### src/rtl/cordic_ctrl.sv
// rtl/cordic_ctrl.sv - operand folding, core sequencing and result hand-off for the cordic core
module cordic_ctrl #(
  parameter int WIDTH    = 16,
  parameter int FRAC     = 8,
  parameter int CORE_LAT = 16,
  parameter logic signed [WIDTH-1:0] PI_2 =
    WIDTH'((FRAC >= 8) ? (402 << (FRAC - 8)) : (402 >> (8 - FRAC))),
  parameter logic signed [WIDTH-1:0] PI =
    WIDTH'((FRAC >= 8) ? (804 << (FRAC - 8)) : (804 >> (8 - FRAC)))
) (
  input  logic                    clk,
  input  logic                    reset,
  input  logic                    in_valid,
  output logic                    in_ready,
  input  logic                    in_mode,
  input  logic signed [WIDTH-1:0] in_x,
  input  logic signed [WIDTH-1:0] in_y,
  input  logic signed [WIDTH-1:0] in_z,
  output logic                    core_mode,
  output logic signed [WIDTH-1:0] core_x,
  output logic signed [WIDTH-1:0] core_y,
  output logic signed [WIDTH-1:0] core_z,
  output logic                    core_reset,
  input  logic signed [WIDTH-1:0] core_res1,
  input  logic signed [WIDTH-1:0] core_res2,
  output logic                    out_valid,
  input  logic                    out_ready,
  output logic signed [WIDTH-1:0] out_res1,
  output logic signed [WIDTH-1:0] out_res2,
  output logic                    out_folded
);

  localparam int CNT_W = $clog2(CORE_LAT + 1);
  localparam logic signed [WIDTH-1:0] S_MIN = {1'b1, {(WIDTH-1){1'b0}}};
  localparam logic signed [WIDTH-1:0] S_MAX = {1'b0, {(WIDTH-1){1'b1}}};
  localparam logic signed [WIDTH-1:0] NEG_PI_2 = -PI_2;

  typedef enum logic [1:0] {
    IDLE = 2'd0,
    LOAD = 2'd1,
    RUN  = 2'd2,
    HOLD = 2'd3
  } state_t;

  state_t                   r_state;
  logic [CNT_W-1:0]         r_cnt;
  logic                     r_core_mode;
  logic signed [WIDTH-1:0]  r_core_x;
  logic signed [WIDTH-1:0]  r_core_y;
  logic signed [WIDTH-1:0]  r_core_z;
  logic                     r_fold;
  logic                     r_out_valid;
  logic signed [WIDTH-1:0]  r_out_res1;
  logic signed [WIDTH-1:0]  r_out_res2;
  logic                     r_out_folded;

  logic signed [WIDTH-1:0]  w_x;
  logic signed [WIDTH-1:0]  w_y;
  logic signed [WIDTH-1:0]  w_z;
  logic                     w_fold;

  // Negation that clamps the most negative value instead of wrapping back onto itself
  function automatic logic signed [WIDTH-1:0] f_neg(input logic signed [WIDTH-1:0] v);
    if (v == S_MIN) begin
      return S_MAX;
    end
    return -v;
  endfunction

  // Fold the incoming operand set into the core's +-pi/2 convergence range
  always_comb begin
    w_x    = in_x;
    w_y    = in_y;
    w_z    = in_z;
    w_fold = 1'b0;
    if (in_mode) begin
      if (in_z > PI_2) begin
        w_x    = f_neg(in_x);
        w_y    = f_neg(in_y);
        w_z    = in_z - PI;
        w_fold = 1'b1;
      end else if (in_z < NEG_PI_2) begin
        w_x    = f_neg(in_x);
        w_y    = f_neg(in_y);
        w_z    = in_z + PI;
        w_fold = 1'b1;
      end
    end else if (in_x[WIDTH-1]) begin
      w_x    = f_neg(in_x);
      w_y    = f_neg(in_y);
      w_z    = in_y[WIDTH-1] ? (in_z - PI) : (in_z + PI);
      w_fold = 1'b1;
    end
  end

  // Controller FSM: accept, pulse core reset, wait core latency, hold result until popped
  always_ff @(posedge clk or negedge reset) begin
    if (!reset) begin
      r_state      <= IDLE;
      r_cnt        <= '0;
      r_core_mode  <= 1'b0;
      r_core_x     <= '0;
      r_core_y     <= '0;
      r_core_z     <= '0;
      r_fold       <= 1'b0;
      r_out_valid  <= 1'b0;
      r_out_res1   <= '0;
      r_out_res2   <= '0;
      r_out_folded <= 1'b0;
    end else begin
      case (r_state)
        IDLE: begin
          if (in_valid) begin
            r_core_mode <= in_mode;
            r_core_x    <= w_x;
            r_core_y    <= w_y;
            r_core_z    <= w_z;
            r_fold      <= w_fold;
            r_state     <= LOAD;
          end
        end
        LOAD: begin
          r_cnt   <= '0;
          r_state <= RUN;
        end
        RUN: begin
          r_cnt <= r_cnt + CNT_W'(1);
          if (r_cnt == CNT_W'(CORE_LAT - 1)) begin
            r_out_res1   <= core_res1;
            r_out_res2   <= core_res2;
            r_out_folded <= r_fold;
            r_out_valid  <= 1'b1;
            r_state      <= HOLD;
          end
        end
        HOLD: begin
          if (out_ready) begin
            r_out_valid <= 1'b0;
            r_state     <= IDLE;
          end
        end
        default: r_state <= IDLE;
      endcase
    end
  end

  assign in_ready   = (r_state == IDLE);
  assign core_reset = reset & (r_state != LOAD);
  assign core_mode  = r_core_mode;
  assign core_x     = r_core_x;
  assign core_y     = r_core_y;
  assign core_z     = r_core_z;
  assign out_valid  = r_out_valid;
  assign out_res1   = r_out_res1;
  assign out_res2   = r_out_res2;
  assign out_folded = r_out_folded;

endmodule

### config.mk
export PLATFORM = sky130hd
export DESIGN_NAME = cordic_ctrl
export DESIGN_NICKNAME = d
export VERILOG_FILES = /design/src/rtl/cordic_ctrl.sv
export SDC_FILE = /design/constraint.sdc
export NUM_CORES = 1
export LEC_CHECK = 0
export CORE_UTILIZATION = 48
export DETAILED_ROUTE_END_ITERATION = 10
export MAX_ROUTING_LAYER = met4
export PLACE_DENSITY = 0.81
export SYNTH_ARGS = -nofsm -noshare
export SYNTH_HDL_FRONTEND = slang
export SYNTH_SLANG_ARGS = --single-unit
### constraint.sdc
create_clock -name clk -period 2.2 [get_ports clk]
set_input_delay 0.22 -clock clk [delete_from_list [all_inputs] [get_ports clk]]
set_output_delay 0.22 -clock clk [all_outputs]
set_load 0.01 [all_outputs]
=== After elaboration in Yosys (flattened, before gate mapping) ===
Index checks and enable logic that the tools add are counted.
W data, S select, Z words.

* Add/subtract/negate cells: 5
* Order comparisons: 2
* Eq/ne operators: 10
* Multiplexer cells: 49
* Bitwise gates (word level): 1
* Reductions and logical operators: 7

{| class="wikitable"
|+ Operator list
! cell !! number
|-
| $mux W16 || 21
|-
| $eq A16 B16 Y1 const B || 2
|-
| $neg A16 Y16 || 2
|-
| $mux W1 || 22
|-
| $add A16 B11 Y16 const B || 1
|-
| $gt A16 B10 Y1 const B || 1
|-
| $lt A16 B10 Y1 const B || 1
|-
| $sub A16 B11 Y16 const B || 1
|-
| $pmux W5 S2 || 1
|-
| $pmux W2 S4 || 1
|-
| $mux W2 || 3
|-
| $ne A2 B2 Y1 const B || 3
|-
| $reduce_and A3 Y1 || 2
|-
| $add A5 B1 Y5 const B || 1
|-
| $eq A5 B4 Y1 const B || 1
|-
| $eq A2 B2 Y1 const B || 2
|-
| $reduce_and A2 Y1 || 2
|-
| $reduce_bool A2 Y1 || 2
|-
| $eq A2 B1 Y1 const B || 1
|-
| $logic_not A2 Y1 || 1
|-
| $ne A2 B1 Y1 const B || 1
|-
| $pmux W1 S2 || 1
|-
| $and A1 B1 Y1 || 1
|}

* Bits in registers: 91
* Input port bits: 85
* Output and inout bits: 85
* Word-level logic and storage cells: 85

=== Logic depth before layout (Yosys ltp) ===
Gate-level depths: netlist (run 1).

* Word-level depth: 9
* Depth in mapped cells: 10
* Mapped depth without buffers: 8

=== Worst setup path after synthesis (run 1) ===
Ideal clock, no wire load.

* Kind: input to register
* Start: input in_y[1]
* End: register r_core_y[2] (netlist: core_y[2])
* Library setup time: 0.092 ns
* Arrival time: 2.020 ns
* Data required time: 2.108 ns
* Setup slack: 0.088 ns
* Cell stages on the path: 10
* Path buffers: 2
* Cells stage by stage: inv_1 -> ha_1 -> or3b_1 -> or4_1 -> buf_2 -> or2_1 -> buf_6 -> nand2_1 -> a21oi_1 -> o31ai_2

* Cells in the longest elaborated chain, start to end: 9
* Elaborated cells on any way between the ends: 17
* Those cells by class: add/sub: 1; eq/ne: 1; mux: 15

{| class="wikitable"
|+ Ends and longest elaborated chain
! element !! RTL line !! text
|-
| start, declared || 17 || <nowiki>input logic signed [WIDTH-1:0] in_y,</nowiki>
|-
| $eq A16 B16 Y1 || 64 || <nowiki>if (v == S_MIN) begin</nowiki>
|-
| $mux W1 || 64 ||
|-
| $mux W1 || 82 || <nowiki>end else if (in_z < NEG_PI_2) begin</nowiki>
|-
| $mux W1 || 77 || <nowiki>if (in_z > PI_2) begin</nowiki>
|-
| $mux W1 || 76 || <nowiki>if (in_mode) begin</nowiki>
|-
| $mux W16 || 67 || <nowiki>return -v;</nowiki>
|-
| $mux W16 || 82 ||
|-
| $mux W16 || 77 ||
|-
| $mux W16 (*) || 76 ||
|-
| end signal, assigned || 116 || <nowiki>r_core_y <= w_y;</nowiki>
|-
| end, declared || 49 || <nowiki>logic signed [WIDTH-1:0] r_core_y;</nowiki>
|}

Every way passes the cells marked *; elsewhere a longest branch is shown, timed or not. The select of a mux whose other input is x is not followed.
A chain may end at the register's enable or synchronous reset.

=== Worst setup path in the final report (run 1) ===
* Start: input in_y[2]
* End: register r_core_y[10] (netlist: core_y[10])

The elaborated chain is that of the path after synthesis.

==> metrics.md, run 1 <==
| Metric | Value |
|---|---|
| Starting DRC count in detailed routing | `552` |
| WHS | `between 0.2 and 0.3 ns` |
| Worst-margin pin slew | `0.759 ns` |
| Mapped Avg Cell Area | `around 8.6 µm²` |
| Run status | `completed` |
| RSZ-0062 raised after global routing | `false` |
| Synth area leaders | `dfrtp_1 (40%), mux2_2 (6.6%), nand2_1 (6.1%), o21ai_0 (4.0%), a21oi_1 (3.8%)` |
| Clk Latency, worst-skew pair | `approximately 0.35 ns` |
| Initial antenna violation count | `0` |
| Vias per cell | `about 6.0` |
| Maximum clock path buffer count | `2` |
| Seq/Total Area, Yosys | `0.403` |
| Boundary pin count | `between 150 and 200` |
| Max Clk Rate | `0.472 GHz` |
| CP bufs+invs | `1` |
| Yosys top cell by area | `dfrtp_1` |
| Clock root buffer | `clkbuf_16` |
| Synth Flop Type | `dfrtp_1` |
| TritonCTS buffer count | `9` |
| Fraction of layout cells with a size suffix above 1 | `0.223` |
| Post-synthesis cell type count | `66` |
| Internal power | `~4.8 mW` |
| Post-Syn Nets | `753` |
| Dpl ws | `-0.460 ns` |
| Sw Share | `0.354` |
| Gr ovfl total | `0` |
| Final worst-path cycle share | `0.962` |
| Diodes inserted | `0` |
| Final net count | `roughly 1.0k` |
| Vias in the first global route | `6262` |
| Starting Density | `0.493` |
| Worst path slowest cell | `or4_4` |
| Clk pwr share | `0.234` |
| Psw | `between 2 and 3 mW` |
| Synth Warn # | `0` |
| Max stage delay on crit path | `0.57 ns` |
| Seq pwr share | `0.339` |
| Worst min-delay path class | `in -> reg` |
| Post-synth EDFFs | `0` |
| Cell Rows | `39` |
| Top-area cell type share of the netlist area | `0.403` |
| Routed WL per cell | `roughly 20 µm` |
| Yosys reg bits | `~90` |
| Crit path cell chain | `clkdlybuf4s50_1 -> or3b_4 -> or4_4 -> nor2_4 -> nand2_1 -> a31o_2 -> o21ai_2` |
| CP required | `2.47 ns` |
| Fillers | `around 770` |
| # setup viols final | `0` |
| Post-DP HPWL | `15500 µm` |
| Global-route wire length before repair | `33700 µm` |
| Worst Skew | `~0.0070 ns` |
| FFs w/ async S/R, synth | `1.00` |
| CORE AREA | `0.0115 mm²` |
| PwrDens | `approximately 860 mW/mm²` |
| Peak VDD IR | `about 0.60 mV` |
| Port bufs | `169` |
| Cells after Synth | `658` |
| Hold Fails Final Rpt | `0` |
| Mapped Area | `~0.0057 mm²` |
| DRT Pass-1 Iters | `6` |
| Max Transition Viols Final | `0` |
| Routed wire length | `about 22000 µm` |
| Worst Path Max Fanout | `4` |
| Min Clock Period, post-route | `roughly 2.1 ns` |
| Worst relative slew slack | `0.494` |
| P&R area growth vs syn | `54.7%` |
| Routed Antenna Nets | `0` |
| Logic pwr share | `0.426` |
| Largest net degree at the start of global routing | `57` |
| Lkg Pwr | `between 3 and 4 nW` |
| Die Width | `111 µm` |
| CTS sink count | `91` |
| Clk slew on worst S/H paths | `roughly 0.070 ns` |
| GPL Wtd Cong | `roughly 0.95` |
| # H-tree levels | `3` |
| Via Count | `~6.4k` |
| Top Family by Delay on Critical Path | `simple AND/OR/NAND/NOR gates` |
| Final core utilization | `0.763` |
| Total power | `approximately 7.5 mW` |
| Arr. time, crit path | `about 2.4 ns` |
| DIE AREA | `approximately 0.012 mm²` |
| Residual DRC | `0` |
| Worst Setup End Kind | `flop` |
| Die Y-Extent | `111 µm` |
| Final WS setup | `just over 0.08 ns` |
| Max Cap Viol | `0` |
| CTS tree | `built` |
| Gr usage total | `0.360` |
| Setup crit start kind | `input pin` |
| Crit path kind | `in -> reg` |
Yosys cell counts (all sizes together), types with 2 or more instances:
| library cell | instances |
|---|---|
| nand3b | 2 |
| nand3 | 23 |
| mux2i | 5 |
| a41o | 2 |
| a41oi | 2 |
| buf | 21 |
| o31ai | 14 |
| nor2b | 6 |
| a31oi | 3 |
| inv | 26 |
| o221ai | 5 |
| or2 | 3 |
| mux2 | 33 |
| o22ai | 9 |
| a311oi | 4 |
| a211oi | 16 |
| clkbuf | 26 |
| and2 | 4 |
| nand4 | 5 |
| o21ai | 59 |
| nand2b | 6 |
| a221oi | 4 |
| a21oi | 43 |
| o32ai | 2 |
| a31o | 4 |
| or3 | 2 |
| or4 | 4 |
| a22oi | 2 |
| nor2 | 46 |
| xnor2 | 14 |
| nand2 | 92 |
| a21boi | 3 |
| ha | 10 |
| nor3b | 8 |
| and3b | 2 |
| a21o | 6 |
| nor4 | 4 |
| dfrtp | 91 |
| xor2 | 3 |
| o311a | 3 |
| a221o | 2 |
| o211ai | 8 |
| nor3 | 17 |
final cells by class:
class	instances	area, µm²	area share
Clock inverter	7	105	0.0120
Inverter	26	97.6	0.0112
Clock buffer	9	225	0.0258
Sequential cell	91	2280	0.260
Multi-Input combinational cell	494	3180	0.363
Timing Repair Buffer	292	2680	0.307
Tap cell	143	179	0.0205
routing by layer:
| metal | vias up | wire length (µm) | GRT usage |
|---|---|---|---|
| met2 | 375 | 10700 | 0.604 |
| met4 | 0 | 619 | 0.148 |
| met1 | 3056 | 8480 | 0.433 |
| met3 | 53 | 1710 | 0.0532 |
| li1 | 2903 | - | - |
| met5 | - | 0 | - |
repair_timing:
item	4_1_cts	5_1_grt
pin swaps	1	6
hold buffers	1	0
endpoints found under the hold margin	35	0
endpoints found under the setup margin	14	34
resized for setup	11	23
cloned	0	1
setup buffers	0	3
logic make-up after synthesis:
| family | after synthesis | share of synthesized area |
|---|---|---|
| mux | 38 | 0.0746 |
| compound gates | 201 | 0.233 |
| fa+ha+maj | 10 | 0.0221 |
| flops | 91 | 0.403 |
| buf+inv | 73 | 0.0529 |
| simple gates | 228 | 0.189 |
| xor+xnor | 17 | 0.0263 |
metrics by stage:
| step | TNS, ns | instance area [µm²] | instances |
|---|---|---|---|
| floorplan | 0 | 5650 | 658 |
| global placement | -10.89 | 8250 | 1041 |
| detailed placement | -14.80 | 8250 | 1041 |
| CTS | 0 | 8620 | 1058 |
| global route | 0 | 8750 | 1062 |
| finish | 0 | 8750 | 1062 |
power by group through the flow:
stage	Clock, mW	Sequential [mW]	Combinational [mW]
floorplan	0	2.69	1.19
global placement	0	2.51	3.02
detailed placement	0	2.54	3.11
CTS	1.76	2.53	3.15
global route	1.84	2.58	3.43
finish	1.76	2.54	3.19
worst paths after layout:
| check | from | slack (ns) | depth (start not counted) | endpoint |
|---|---|---|---|---|
| setup reg to reg | r_state[0] | 0.22 | 6 | core_z[10] |
| min in group asynchronous | reset | 0.54 | 3 | out_res2[0] |
| max in group asynchronous | reset | 1.02 | 3 | core_z[11] |
| setup / recovery | in_y[2] | 0.08 | 7 | core_y[10] |
| hold / removal | in_y[1] | 0.26 | 4 | core_y[1] |
| hold reg to reg | core_z[2] | 0.48 | 2 | core_z[2] |
sequential cells by signal, summed over array words and instances, names as in the netlist:
| signal | flops |
|---|---|
| core_x | 16 |
| core_y | 16 |
| core_z | 16 |
| out_res1 | 16 |
| out_res2 | 16 |
| r_cnt | 5 |
| r_state | 2 |
| core_mode | 1 |
| out_folded | 1 |
| out_valid | 1 |
| r_fold | 1 |
placed cells by master, fill, tap and decap left out, types with 5 or more instances in the layout:
| master | Yosys | final |
|---|---|---|
| a211oi_1 | 16 | 14 |
| a21o_1 | 6 | 5 |
| a21oi_1 | 43 | 42 |
| buf_4 | 0 | 118 |
| clkbuf_16 | 0 | 10 |
| clkdlybuf4s50_1 | 0 | 164 |
| dfrtp_1 | 91 | 91 |
| ha_1 | 10 | 9 |
| inv_1 | 25 | 24 |
| mux2_2 | 33 | 33 |
| mux2i_1 | 5 | 5 |
| nand2_1 | 92 | 90 |
| nand2b_1 | 6 | 6 |
| nand3_1 | 23 | 23 |
| nand4_1 | 5 | 5 |
| nor2_1 | 46 | 45 |
| nor2b_1 | 6 | 6 |
| nor3_1 | 16 | 15 |
| nor3b_1 | 8 | 6 |
| o211ai_1 | 8 | 8 |
| o21ai_0 | 45 | 42 |
| o21ai_1 | 14 | 16 |
| o221ai_1 | 5 | 5 |
| o22ai_1 | 9 | 9 |
| o31ai_1 | 11 | 10 |
| xnor2_1 | 14 | 14 |
worst reg2reg max path, cell delays in order, from the launching register on:
cell,delay [ns]
dfrtp_1,0.42
inv_1,0.10
ha_1,0.28
and2_1,0.21
nand2_1,0.24
o41ai_1,0.50
a211oi_1,0.10
(Power assumes the default switching activity.)
==> run 2: changes to the inputs <==
Settings changed: CAP_MARGIN set to 20.
==> results of run 2 <==
No change in the layout: final DEF, timing and power equal those of run 1.
